`config.mk`:
```
export PLATFORM = sky130hd
export DESIGN_NAME = interval_timer_sched_flat
export DESIGN_NICKNAME = d
export VERILOG_FILES = /design/src/rtl/interval_timer_sched_pkg.sv /design/src/rtl/interval_timer_sched_if.sv /design/src/rtl/interval_timer_sched_rr_arbiter.sv /design/src/rtl/interval_timer_sched.sv /design/src/flat_wrapper.sv
export SDC_FILE = /design/constraint.sdc
export NUM_CORES = 1
export LEC_CHECK = 0
export ABC_AREA = 1
export CAP_MARGIN = 5
export CORE_ASPECT_RATIO = 1.4
export CORE_UTILIZATION = 35
export CTS_CLUSTER_DIAMETER = 200
export CTS_CLUSTER_SIZE = 8
export DETAILED_ROUTE_END_ITERATION = 8
export PLACE_DENSITY = 0.72
export SLEW_MARGIN = 20
export SYNTH_ARGS = -nofsm -noshare
export SYNTH_HDL_FRONTEND = slang
export SYNTH_HIERARCHICAL = 1
export SYNTH_SLANG_ARGS = --single-unit
```
`constraint.sdc`:
```
create_clock -name clk -period 2.4 [get_ports clk]
set_input_delay 0.36 -clock clk [delete_from_list [all_inputs] [get_ports clk]]
set_output_delay 0.36 -clock clk [all_outputs]
set_load 0.02 [all_outputs]
```
`src/rtl/interval_timer_sched_pkg.sv`:
```
// Shared definitions for the interval timer scheduler.
//   state_t : scheduler FSM states (IDLE/LOAD/COUNT/DONE)
//   clog2   : index width helper, never returns less than 1
package timer_sched_pkg;

  typedef enum logic [1:0] {
    S_IDLE  = 2'd0,
    S_LOAD  = 2'd1,
    S_COUNT = 2'd2,
    S_DONE  = 2'd3
  } state_t;

  function automatic int unsigned clog2(input int unsigned v);
    int unsigned w;
    w = 0;
    for (int unsigned i = 0; i < 32; i++) begin
      if ((32'd1 << i) < v) w = i + 1;
    end
    return (w == 0) ? 1 : w;
  endfunction

endpackage

```
`src/rtl/interval_timer_sched_if.sv`:
```
// Request/service bundle between the requesting control FSMs and the shared timer.
//   req       : per-requester request level
//   dur       : packed durations, requester i at dur[i*N +: N]
//   tick      : count-enable strobe
//   abort     : abort of the current service
//   gnt       : one-hot grant of the served requester
//   done_tick : one-cycle expiry pulse to the served requester
//   busy      : timer not idle
//   cnt       : current timer value
// master = requester side, slave = timer side.
interface interval_timer_sched_if #(
  parameter int unsigned N = 8,
  parameter int unsigned R = 4
);
  logic [R-1:0]   req;
  logic [R*N-1:0] dur;
  logic           tick;
  logic           abort;
  logic [R-1:0]   gnt;
  logic [R-1:0]   done_tick;
  logic           busy;
  logic [N-1:0]   cnt;

  modport master (
    output req, dur, tick, abort,
    input  gnt, done_tick, busy, cnt
  );

  modport slave (
    input  req, dur, tick, abort,
    output gnt, done_tick, busy, cnt
  );
endinterface

```
`src/rtl/interval_timer_sched_rr_arbiter.sv`:
```
// Combinational round-robin arbiter.
//   req : request vector
//   ptr : highest-priority index for this search
//   any : some request is pending
//   idx : winning index (first requester at or after ptr, wrapping R-1 -> 0)
//   win : one-hot form of idx
module rr_arbiter
  import timer_sched_pkg::*;
#(
  parameter  int unsigned R  = 4,
  localparam int unsigned IW = clog2(R)
) (
  input  logic [R-1:0]  req,
  input  logic [IW-1:0] ptr,
  output logic          any,
  output logic [IW-1:0] idx,
  output logic [R-1:0]  win
);

  localparam int unsigned  PW = IW + 1;
  localparam logic [IW:0]  RW = PW'(R);

  logic [IW:0]   pos;
  logic [IW-1:0] sel;

  // Walk R positions starting at ptr; one conditional subtract wraps the
  // sum since ptr + k never reaches 2R.
  always_comb begin
    any = 1'b0;
    idx = '0;
    win = '0;
    pos = '0;
    sel = '0;
    for (int unsigned k = 0; k < R; k++) begin
      pos = {1'b0, ptr} + PW'(k);
      if (pos >= RW) pos = pos - RW;
      sel = pos[IW-1:0];
      if (!any && req[sel]) begin
        any      = 1'b1;
        idx      = sel;
        win[sel] = 1'b1;
      end
    end
  end

endmodule

```
`src/rtl/interval_timer_sched.sv`:
```
// Shares one N-bit down-counting interval timer between R requesters.
// A round-robin arbiter picks a requester; the FSM loads its duration,
// counts down on tick, pulses its done_tick and re-arbitrates.
//   clk     : system clock, rising edge
//   reset_n : asynchronous active-low reset
//   bus     : slave side of interval_timer_sched_if (req/dur/tick/abort in,
//             gnt/done_tick/busy/cnt out); all outputs registered except busy
module interval_timer_sched
  import timer_sched_pkg::*;
#(
  parameter int unsigned N = 8,
  parameter int unsigned R = 4
) (
  input  logic                   clk,
  input  logic                   reset_n,
  interval_timer_sched_if.slave  bus
);

  localparam int unsigned IW = clog2(R);

  state_t        state_q, state_d;
  logic [IW-1:0] idx_q, idx_d;
  logic [IW-1:0] ptr_q, ptr_d;
  logic [N-1:0]  cnt_q, cnt_d;
  logic [R-1:0]  gnt_q, gnt_d;
  logic [R-1:0]  done_q, done_d;

  logic          arb_any;
  logic [IW-1:0] arb_idx;
  logic [R-1:0]  arb_win;
  logic [IW-1:0] ptr_next;
  logic [N-1:0]  dur_sel;
  logic          drop;

  rr_arbiter #(.R(R)) u_arb (
    .req (bus.req),
    .ptr (ptr_q),
    .any (arb_any),
    .idx (arb_idx),
    .win (arb_win)
  );

  assign ptr_next = (idx_q == IW'(R - 1)) ? '0 : idx_q + IW'(1);
  assign dur_sel  = bus.dur[32'(idx_q) * N +: N];

  always_comb begin
    state_d = state_q;
    idx_d   = idx_q;
    ptr_d   = ptr_q;
    cnt_d   = cnt_q;
    gnt_d   = gnt_q;
    done_d  = '0;
    drop    = bus.abort || !bus.req[idx_q];
    unique case (state_q)
      S_IDLE: begin
        if (arb_any) begin
          idx_d   = arb_idx;
          gnt_d   = arb_win;
          state_d = S_LOAD;
        end
      end
      S_LOAD: begin
        if (drop) begin
          gnt_d   = '0;
          ptr_d   = ptr_next;
          state_d = S_IDLE;
        end else begin
          cnt_d   = dur_sel;
          state_d = S_COUNT;
        end
      end
      S_COUNT: begin
        // Withdrawal/abort is tested before expiry so it wins a tie.
        if (drop) begin
          gnt_d   = '0;
          ptr_d   = ptr_next;
          state_d = S_IDLE;
        end else if (cnt_q == '0) begin
          done_d  = gnt_q;
          state_d = S_DONE;
        end else if (bus.tick) begin
          cnt_d   = cnt_q - N'(1);
        end
      end
      S_DONE: begin
        gnt_d   = '0;
        ptr_d   = ptr_next;
        state_d = S_IDLE;
      end
      default: state_d = S_IDLE;
    endcase
  end

  always_ff @(posedge clk or negedge reset_n) begin
    if (!reset_n) begin
      state_q <= S_IDLE;
      idx_q   <= '0;
      ptr_q   <= '0;
      cnt_q   <= '0;
      gnt_q   <= '0;
      done_q  <= '0;
    end else begin
      state_q <= state_d;
      idx_q   <= idx_d;
      ptr_q   <= ptr_d;
      cnt_q   <= cnt_d;
      gnt_q   <= gnt_d;
      done_q  <= done_d;
    end
  end

  assign bus.gnt       = gnt_q;
  assign bus.done_tick = done_q;
  assign bus.cnt       = cnt_q;
  assign bus.busy      = (state_q != S_IDLE);

endmodule
```
`src/flat_wrapper.sv`:
```
// flat-port wrapper written by rule: the top's interface ports become plain ports
module interval_timer_sched_flat import timer_sched_pkg::*;
#(
  parameter int unsigned N = 8,
  parameter int unsigned R = 4
)
  (clk, reset_n, bus_req, bus_dur, bus_tick, bus_abort, bus_gnt, bus_done_tick, bus_busy, bus_cnt);
  interval_timer_sched_if #(.N(N), .R(R)) bus_i ();
  input  logic clk;
  input  logic reset_n;
  input wire logic [$bits(bus_i.req)-1:0] bus_req;
  input wire logic [$bits(bus_i.dur)-1:0] bus_dur;
  input wire logic [$bits(bus_i.tick)-1:0] bus_tick;
  input wire logic [$bits(bus_i.abort)-1:0] bus_abort;
  output wire logic [$bits(bus_i.gnt)-1:0] bus_gnt;
  output wire logic [$bits(bus_i.done_tick)-1:0] bus_done_tick;
  output wire logic [$bits(bus_i.busy)-1:0] bus_busy;
  output wire logic [$bits(bus_i.cnt)-1:0] bus_cnt;
  assign bus_i.req = bus_req;
  assign bus_i.dur = bus_dur;
  assign bus_i.tick = bus_tick;
  assign bus_i.abort = bus_abort;
  assign bus_gnt = bus_i.gnt;
  assign bus_done_tick = bus_i.done_tick;
  assign bus_busy = bus_i.busy;
  assign bus_cnt = bus_i.cnt;
  interval_timer_sched #(.N(N), .R(R)) u_core (.clk(clk), .reset_n(reset_n), .bus(bus_i));
endmodule
```
==> results of run 1 <==
## Yosys cell counts, types with 4 or more instances
| master | number |
|---|---|
| sky130_fd_sc_hd__nand2_1 | 89 |
| sky130_fd_sc_hd__nor2_1 | 38 |
| sky130_fd_sc_hd__o21ai_0 | 33 |
| sky130_fd_sc_hd__inv_1 | 29 |
| sky130_fd_sc_hd__nand3_1 | 25 |
| sky130_fd_sc_hd__dfrtp_1 | 22 |
| sky130_fd_sc_hd__ha_1 | 13 |
| sky130_fd_sc_hd__nand2_2 | 13 |
| sky130_fd_sc_hd__a21oi_1 | 9 |
| sky130_fd_sc_hd__nand4_1 | 9 |
| sky130_fd_sc_hd__a21boi_0 | 4 |
## final timing paths
kind | from | end | cells past startpoint
setup / recovery | u_core/state_q[0]$_DFFE_PN0P_ | bus_busy | 4
hold / removal | reset_n | u_core/bus.cnt[6]$_DFFE_PN0P_ | 2
setup reg to reg | u_core/ptr_q[0]$_DFFE_PN0P_ | u_core/bus.gnt[2]$_DFFE_PN0P_ | 12
hold reg to reg | u_core/bus.gnt[0]$_DFFE_PN0P_ | u_core/bus.gnt[0]$_DFFE_PN0P_ | 2
max in group asynchronous | reset_n | u_core/ptr_q[0]$_DFFE_PN0P_ | 2
min in group clk | u_core/bus.gnt[0]$_DFFE_PN0P_ | u_core/bus.gnt[0]$_DFFE_PN0P_ | 2
## kinds of logic after synthesis
logic type / count (synthesis) / synth area share
xor+xnor: 2 / 0.00844
simple gates: 190 / 0.435
flops: 22 / 0.265
compound gates: 49 / 0.128
buf+inv: 39 / 0.0849
fa+ha+maj: 13 / 0.0783
## layer usage
metal  global-route usage  vias to the layer above  wire length [um]
met4               0.0869                        0               169
met5                    0                        -                 0
met1                0.213                     1032              2170
li1                     -                     1127                 -
met3               0.0171                       10               174
met2                0.369                       49              3060
## critical path, stage by stage (launching register included)
cell and delay, ns:
sky130_fd_sc_hd__dfrtp_1 0.43, sky130_fd_sc_hd__inv_1 0.10, sky130_fd_sc_hd__ha_1 0.22, sky130_fd_sc_hd__inv_1 0.08, sky130_fd_sc_hd__clkdlybuf4s50_1 0.61
## repair_timing
action	in CTS	in global routing
hold buffers	0	0
setup endpoints to repair	0	4
resized for setup	0	2
## flip-flops by register name, indices dropped and copies added (netlist names)
signal                count
u_core/state_q            2
u_core/bus.gnt            4
u_core/bus.done_tick      4
u_core/bus.cnt            8
u_core/idx_q              2
u_core/ptr_q              2
## final cells by class
cell class | instances | area [um2] | share of cell area
Inverter | 31 | 116 | 0.0419
Clock buffer | 3 | 41.3 | 0.0149
Clock inverter | 1 | 30.0 | 0.0108
Sequential cell | 22 | 552 | 0.199
Tap cell | 68 | 85.1 | 0.0307
Timing Repair Buffer | 61 | 598 | 0.216
Multi-Input combinational cell | 254 | 1350 | 0.487
## power by group
group	internal (mW)	switching (mW)
Sequential	0.505	0.189
Clock	0.222	0.117
Combinational	0.889	1.44
==> results.md, run 1 <==
- Status: finished clean
- Final routed wire length divided by cell count: 12.7 um
- Count of vias placed by the detailed router: 2218
- Setup slack of the worst register-to-register path: 0.43 ns
- Prevailing post-synth register cell: sky130_fd_sc_hd__dfrtp_1
- Maximum resistive drop on vdd: 0.654 mV
- Fraction of layout cells with a size suffix above 1: 0.118
- Total count of hold-check failures in the final report: 0
- Non-filler cells in the finished layout: 440
- Yosys warnings: 6
- DRC violation count after routing: 0
- Worst slack after detailed placement: 0.258 ns
- MaxCap Viol Count: 0
- Vertical extent of the die: 93.1 um
- H-tree levels: 1
- CTS tree: yes
- Commonest non-fill, non-tap cells in the layout: sky130_fd_sc_hd__nand2_1 (89), sky130_fd_sc_hd__clkdlybuf4s50_1 (56), sky130_fd_sc_hd__nor2_1 (37)
- Num rows: 32
- Yosys cell types: 25
- Final Instance Area: 0.00278 mm2
- Number of flops mapped to enable cells by yosys: 0
- Pwr dens: 1210 mW/mm2
- Area enclosed by the die boundary: 0.00625 mm2
- Pre-antenna DRT Iters: 4
- Worst setup skew after layout: 0.000964 ns
- Port bufs: 56
- Insertion delay to the later sink of the worst-skew pair: 0.26 ns
- Syn Inst Count: 315
- Max-slew violations: 0
- Die Width: 67.1 um
- Overall fraction of global-route tracks in use: 0.196
- Count of boundary I/O pins: 57
- Sum of net half-perimeters after detailed placement: 4.33 mm
- Number of nets at the end of the flow: 426
- Number of nets in the synthesized netlist: 368
- Leakage Power: 1.32 nW
- Routability congestion estimate: 0.931
- Number of global-route vias before repair: 2259
- Async SR Flop Fraction: 1.00
- Arrival time of the worst setup path: 1.70 ns
- Antenna diode instance count: 0
- CP max FO: 4
- Worst Setup End Kind: primary output
- Clock net sink count: 22
- Setup-failing EPs final: 0
- Minimum clock period after layout: 2.06 ns
- Final worst-path setup slack: 0.344 ns
- Post CTS Setup Buffer Count: 0
- Period Utilization, post-route: 0.857
- Residual antenna-violating net count after detailed routing: 0
- Number of buffers between clock root and the deepest sink: 2
- Area growth, synth to finish: 33.6%
- Max Clk Rate: 486 MHz
- Post-place instance area: 0.00270 mm2
- Accumulated negative setup slack: 0 ns
- Type of element launching the critical path: flip-flop
- Cell at the root of the clock tree: sky130_fd_sc_hd__clkbuf_8
- Sum of internal, switching and leakage power: 3.36 mW
- Violation count after the first detailed-route iteration: 173
- Hold Slack: 0.448 ns
- Cell types occupying the most area after synthesis: sky130_fd_sc_hd__dfrtp_1 (27%), sky130_fd_sc_hd__nand2_1 (16%), sky130_fd_sc_hd__o21ai_0 (8.0%)
- Actual slew at the worst max-slew pin: 0.503 ns
- Detail-routed via count per cell: 5.04
- Placed Instances: 436
- Core region area: 0.00561 mm2
- Cell area after technology mapping: 0.00208 mm2
- Share of synthesized area occupied by flip-flops and latches: 0.265
- Maximum number of pins on one net before global-route repair: 23
- Wire length of the first global-routing pass: 9.69 mm
- Number of flip-flops and latches in the synthesized netlist: 22
- Initial antenna violation count: 0
- Type of the setup path with the least slack: flip-flop to primary output
- Final-layout fill cell count: 566
- Post-synthesis average cell area: 6.59 um2
- Overflow after GRT: 0
- Headroom to the max-slew limit: 0.664
- Hold/Removal Path Class: input pin to asynchronous set/reset pin
- Starting utilization of the core area: 0.371
- Clock Pin Slew Worst Setup and Hold Paths: 0.08 ns
- Unrepaired setup endpoints after global routing: false
- Post-synthesis cell type with the largest combined area: sky130_fd_sc_hd__dfrtp_1
- Most common cell after layout, fill and taps aside: sky130_fd_sc_hd__nand2_1
- Final routed wirelength across all metal layers: 5.57 mm
- Area share of the leading cell type in the synthesized netlist: 0.265
- Num CTS Buffers: 3
- Final core occ: 0.495
- Data required time at the worst endpoint: 2.04 ns
Note: power is estimated with default switching activity, not from simulation.
==> run 2, diff against run 1 <==
- ABC_AREA: 1 -> not set
- PLACE_DENSITY: 0.72 -> 0.73
==> run 2 against run 1 <==
  * Combinational power decreased by 8.6%
  * Power decreased by 6.9%
  * Routed wire length decreased by 18%
  * Clock-buffer cell count unchanged
  * Register-to-register slack got worse by 0.25 ns
==> results.md, run 2 <==
- Num CTS Buffers: 3 (unchanged)
- Number of nets at the end of the flow: 304 (was 426)
- Count of boundary I/O pins: 57 (unchanged)
- Max-slew violations: 0 (unchanged)
- Headroom to the max-slew limit: 0.613 (was 0.664)
- Area growth, synth to finish: 39.5% (was 33.6%)
- Sum of net half-perimeters after detailed placement: 3.78 mm (was 4.33 mm)
- Number of flip-flops and latches in the synthesized netlist: 22 (unchanged)
- Clock net sink count: 22 (unchanged)
- Proportion of power drawn by the clock network: 0.110 (was 0.101)
- Insertion delay to the later sink of the worst-skew pair: 0.26 ns (about the same)
- Port bufs: 56 (unchanged)
- H-tree levels: 1 (unchanged)
- Violation count after the first detailed-route iteration: 75 (was 173)
- Status: finished clean (unchanged)
- Area share of the leading cell type in the synthesized netlist: 0.284 (was 0.265)
- Type of the setup path with the least slack: flip-flop to flip-flop (was flip-flop to primary output)
- CP max FO: 6 (was 4)
- Design internal power: 1.80 mW (was 1.62 mW)
- Number of global-route vias before repair: 1690 (was 2259)
- Number of buffers between clock root and the deepest sink: 2 (unchanged)
- Sum of internal, switching and leakage power: 3.13 mW (was 3.36 mW)
- Residual antenna-violating net count after detailed routing: 0 (unchanged)
- Setup-failing EPs final: 0 (unchanged)
- Fraction of layout cells with a size suffix above 1: 0.188 (was 0.118)
- Final routed wirelength across all metal layers: 4.59 mm (was 5.57 mm)
- Unrepaired setup endpoints after global routing: false (unchanged)
- Max Clk Rate: 450 MHz (was 486 MHz)
- Post CTS Setup Buffer Count: 0 (unchanged)
- DRC violation count after routing: 0 (unchanged)
- Die Width: 64.9 um (was 67.1 um)
- Hold/Removal Path Class: input pin to asynchronous set/reset pin (unchanged)
- Cell at the root of the clock tree: sky130_fd_sc_hd__clkbuf_8 (unchanged)
- Share of synthesized area occupied by flip-flops and latches: 0.284 (was 0.265)
- Prevailing post-synth register cell: sky130_fd_sc_hd__dfrtp_1 (unchanged)
- Wire length of the first global-routing pass: 7.55 mm (was 9.69 mm)
- Type of element launching the critical path: flip-flop (unchanged)
- MaxCap Viol Count: 0 (unchanged)
- Post-synthesis average cell area: 10.6 um2 (was 6.59 um2)
- Data required time at the worst endpoint: 2.56 ns (was 2.04 ns)
- Final-layout fill cell count: 500 (was 566)
- Startpoint of the worst-slack reg-to-reg timing path: u_core/ptr_q[0]$_DFFE_PN0P_ (unchanged)
- Vertical extent of the die: 90.0 um (was 93.1 um)
- Overflow after GRT: 0 (unchanged)
- Count of vias placed by the detailed router: 1689 (was 2218)
- CTS tree: yes (unchanged)
- Family with the most delay on the worst path: multiplexers (was buffers and inverters)
- Worst reg2reg endpoint: u_core/idx_q[1]$_DFFE_PN0P_ (was u_core/bus.gnt[2]$_DFFE_PN0P_)
- Number of hold-repair buffers added at the cts stage: 0 (unchanged)
- Detail-routed via count per cell: 5.34 (was 5.04)
- Yosys cell types: 51 (was 25)
- Yosys warnings: 6 (unchanged)
- Setup slack of the worst register-to-register path: 0.18 ns (was 0.43 ns)
- Sequential power share: 0.210 (was 0.206)
- Critical path buffer and inverter count: 1 (was 3)
- Number of nets in the synthesized netlist: 236 (was 368)
- Commonest non-fill, non-tap cells in the layout: sky130_fd_sc_hd__clkdlybuf4s50_1 (56), sky130_fd_sc_hd__dfrtp_1 (21), sky130_fd_sc_hd__buf_4 (16) (was sky130_fd_sc_hd__nand2_1 (89), sky130_fd_sc_hd__clkdlybuf4s50_1 (56), sky130_fd_sc_hd__nor2_1 (37))
- Initial antenna violation count: 0 (unchanged)
- Most common cell after layout, fill and taps aside: sky130_fd_sc_hd__clkdlybuf4s50_1 (was sky130_fd_sc_hd__nand2_1)
- Maximum resistive drop on vdd: 0.560 mV (was 0.654 mV)
- Worst Setup End Kind: flip-flop (was primary output)
- Leakage Power: 1.14 nW (was 1.32 nW)
- Overall fraction of global-route tracks in use: 0.163 (was 0.196)
- Accumulated negative setup slack: 0 ns (unchanged)
- Antenna diode instance count: 0 (unchanged)
- Switching pwr: 1.32 mW (was 1.75 mW)
- Final routed wire length divided by cell count: 14.5 um (was 12.7 um)
- Combinational Power Share: 0.681 (was 0.693)
- Actual slew at the worst max-slew pin: 0.575 ns (was 0.503 ns)
- Number of cell instances on the worst register-to-register path: 7 (was 12)
- Max stage delay cell, worst path: sky130_fd_sc_hd__dfrtp_2 (was sky130_fd_sc_hd__clkdlybuf4s50_1)
- Cell types occupying the most area after synthesis: sky130_fd_sc_hd__dfrtp_1 (28%), sky130_fd_sc_hd__mux4_2 (13%), sky130_fd_sc_hd__ha_1 (8.4%) (was sky130_fd_sc_hd__dfrtp_1 (27%), sky130_fd_sc_hd__nand2_1 (16%), sky130_fd_sc_hd__o21ai_0 (8.0%))
- Most common cell in the synthesized netlist: sky130_fd_sc_hd__dfrtp_1 (was sky130_fd_sc_hd__nand2_1)
- Area enclosed by the die boundary: 0.00584 mm2 (was 0.00625 mm2)
- Arrival time of the worst setup path: 2.38 ns (was 1.70 ns)
- Commonest cells in the synthesized netlist: sky130_fd_sc_hd__dfrtp_1 (22), sky130_fd_sc_hd__inv_1 (15), sky130_fd_sc_hd__ha_1 (13), sky130_fd_sc_hd__nor3_1 (13) (was sky130_fd_sc_hd__nand2_1 (89), sky130_fd_sc_hd__nor2_1 (38), sky130_fd_sc_hd__o21ai_0 (33))
- Clock Pin Slew Worst Setup and Hold Paths: 0.09 ns (was 0.08 ns)
- Pre-antenna DRT Iters: 4 (unchanged)
- Num rows: 31 (was 32)
- Switching share of power: 0.423 (was 0.519)
- Number of flip-flops in the largest register: 8 (unchanged)
- Minimum clock period after layout: 2.22 ns (was 2.06 ns)
- Cell area after technology mapping: 0.00194 mm2 (was 0.00208 mm2)
- Core region area: 0.00524 mm2 (was 0.00561 mm2)
- Worst setup skew after layout: 0.0100 ns (was 0.000964 ns)
- Slowest stage delay, CP: 0.42 ns (was 0.61 ns)
- Post-synthesis cell type with the largest combined area: sky130_fd_sc_hd__dfrtp_1 (unchanged)
- Syn Inst Count: 183 (was 315)
- Pwr dens: 1160 mW/mm2 (was 1210 mW/mm2)
- Routability congestion estimate: 0.866 (was 0.931)
- Period Utilization, post-route: 0.926 (was 0.857)
- Number of flops mapped to enable cells by yosys: 0 (unchanged)
- Total count of hold-check failures in the final report: 0 (unchanged)
- Async SR Flop Fraction: 1.00 (unchanged)
- CP Cell Sequence: inv_1, ha_1, mux4_2, nor4b_4, nor2_1, a32o_1, mux2_2 (was inv_1, ha_1, inv_1, clkdlybuf4s50_1)
- Maximum number of pins on one net before global-route repair: 23 (unchanged)
- Starting utilization of the core area: 0.370 (was 0.371)
==> run 2: cell type report <==
class / instances / area, um2 / area share
timing repair buffer: 72 / 681 / 0.252
sequential: 22 / 552 / 0.204
multi-input combinational: 136 / 1250 / 0.465
tap: 66 / 82.6 / 0.0306
inverter: 16 / 60.1 / 0.0222
clock buffer: 3 / 41.3 / 0.0153
clock inverter: 1 / 30.0 / 0.0111
==> run 2: per-layer routing <==
layer | up-vias | wire length [um] | GRT usage
met1 | 822 | 1740 | 0.181
met3 | 5 | 123 | 0.0140
met2 | 36 | 2660 | 0.313
met4 | 0 | 74 | 0.0519
met5 | - | 0 | 0
li1 | 826 | - | -
==> run 2: kinds of logic (layout without fill, tap and decap cells) <==
logic type	Yosys count	in the layout	synth area share
multiplexers	28	28	0.236
buffers and inverters	25	92	0.0704
adder cells (fa/ha/maj)	13	13	0.0840
AND/OR/NAND/NOR	58	58	0.172
AO/OA/AOI/OAI	37	37	0.153
flip-flops	22	22	0.284
==> run 2: worst max path at each step <==
stage	start	endpoint	slack, ns	depth (start not counted)
final	u_core/ptr_q[0]$_DFFE_PN0P_	u_core/idx_q[1]$_DFFE_PN0P_	0.18	7
after global placement	bus_req[1]	u_core/idx_q[1]$_DFFE_PN0P_	0.02	6
after CTS	u_core/ptr_q[0]$_DFFE_PN0P_	u_core/state_q[0]$_DFFE_PN0P_	0.12	9
after global routing	u_core/ptr_q[0]$_DFFE_PN0P_	u_core/state_q[0]$_DFFE_PN0P_	0.04	9
after floorplan	u_core/ptr_q[0]$_DFFE_PN0P_	u_core/idx_q[1]$_DFFE_PN0P_	0.04	9
after detailed placement	bus_req[0]	u_core/state_q[0]$_DFFE_PN0P_	-0.01	8
==> run 2: power by group through the flow <==
stage,clock (mW),sequential (mW),combinational (mW)
5_1_grt,0.364,0.679,2.33
6_report,0.343,0.656,2.13
3_3_place_gp,0,0.659,2.09
2_1_floorplan,0,0.742,1.45
4_1_cts,0.346,0.654,2.13
3_5_place_dp,0,0.660,2.13
==> run 2: timing repair <==
item | 4_1_cts | 5_1_grt
gates resized for setup | 0 | 2
setup endpoints to repair | 0 | 8
hold endpoints to repair | 0 | 0
==> run 2: metrics by stage <==
stage | util | worst slack, ns | area (um2) | hold slack (ns) | std cells
3_3_place_gp | 0.501 | 0.0197 | 2620 | 0.530 | 312
4_1_cts | 0.515 | 0.120 | 2700 | 0.451 | 316
5_1_grt | 0.516 | 0.0432 | 2700 | 0.466 | 316
3_5_place_dp | 0.501 | -0.0125 | 2620 | 0.533 | 312
2_1_floorplan | - | 0.0431 | 1940 | 0.0644 | 183
6_report | 0.516 | 0.177 | 2700 | 0.437 | 316
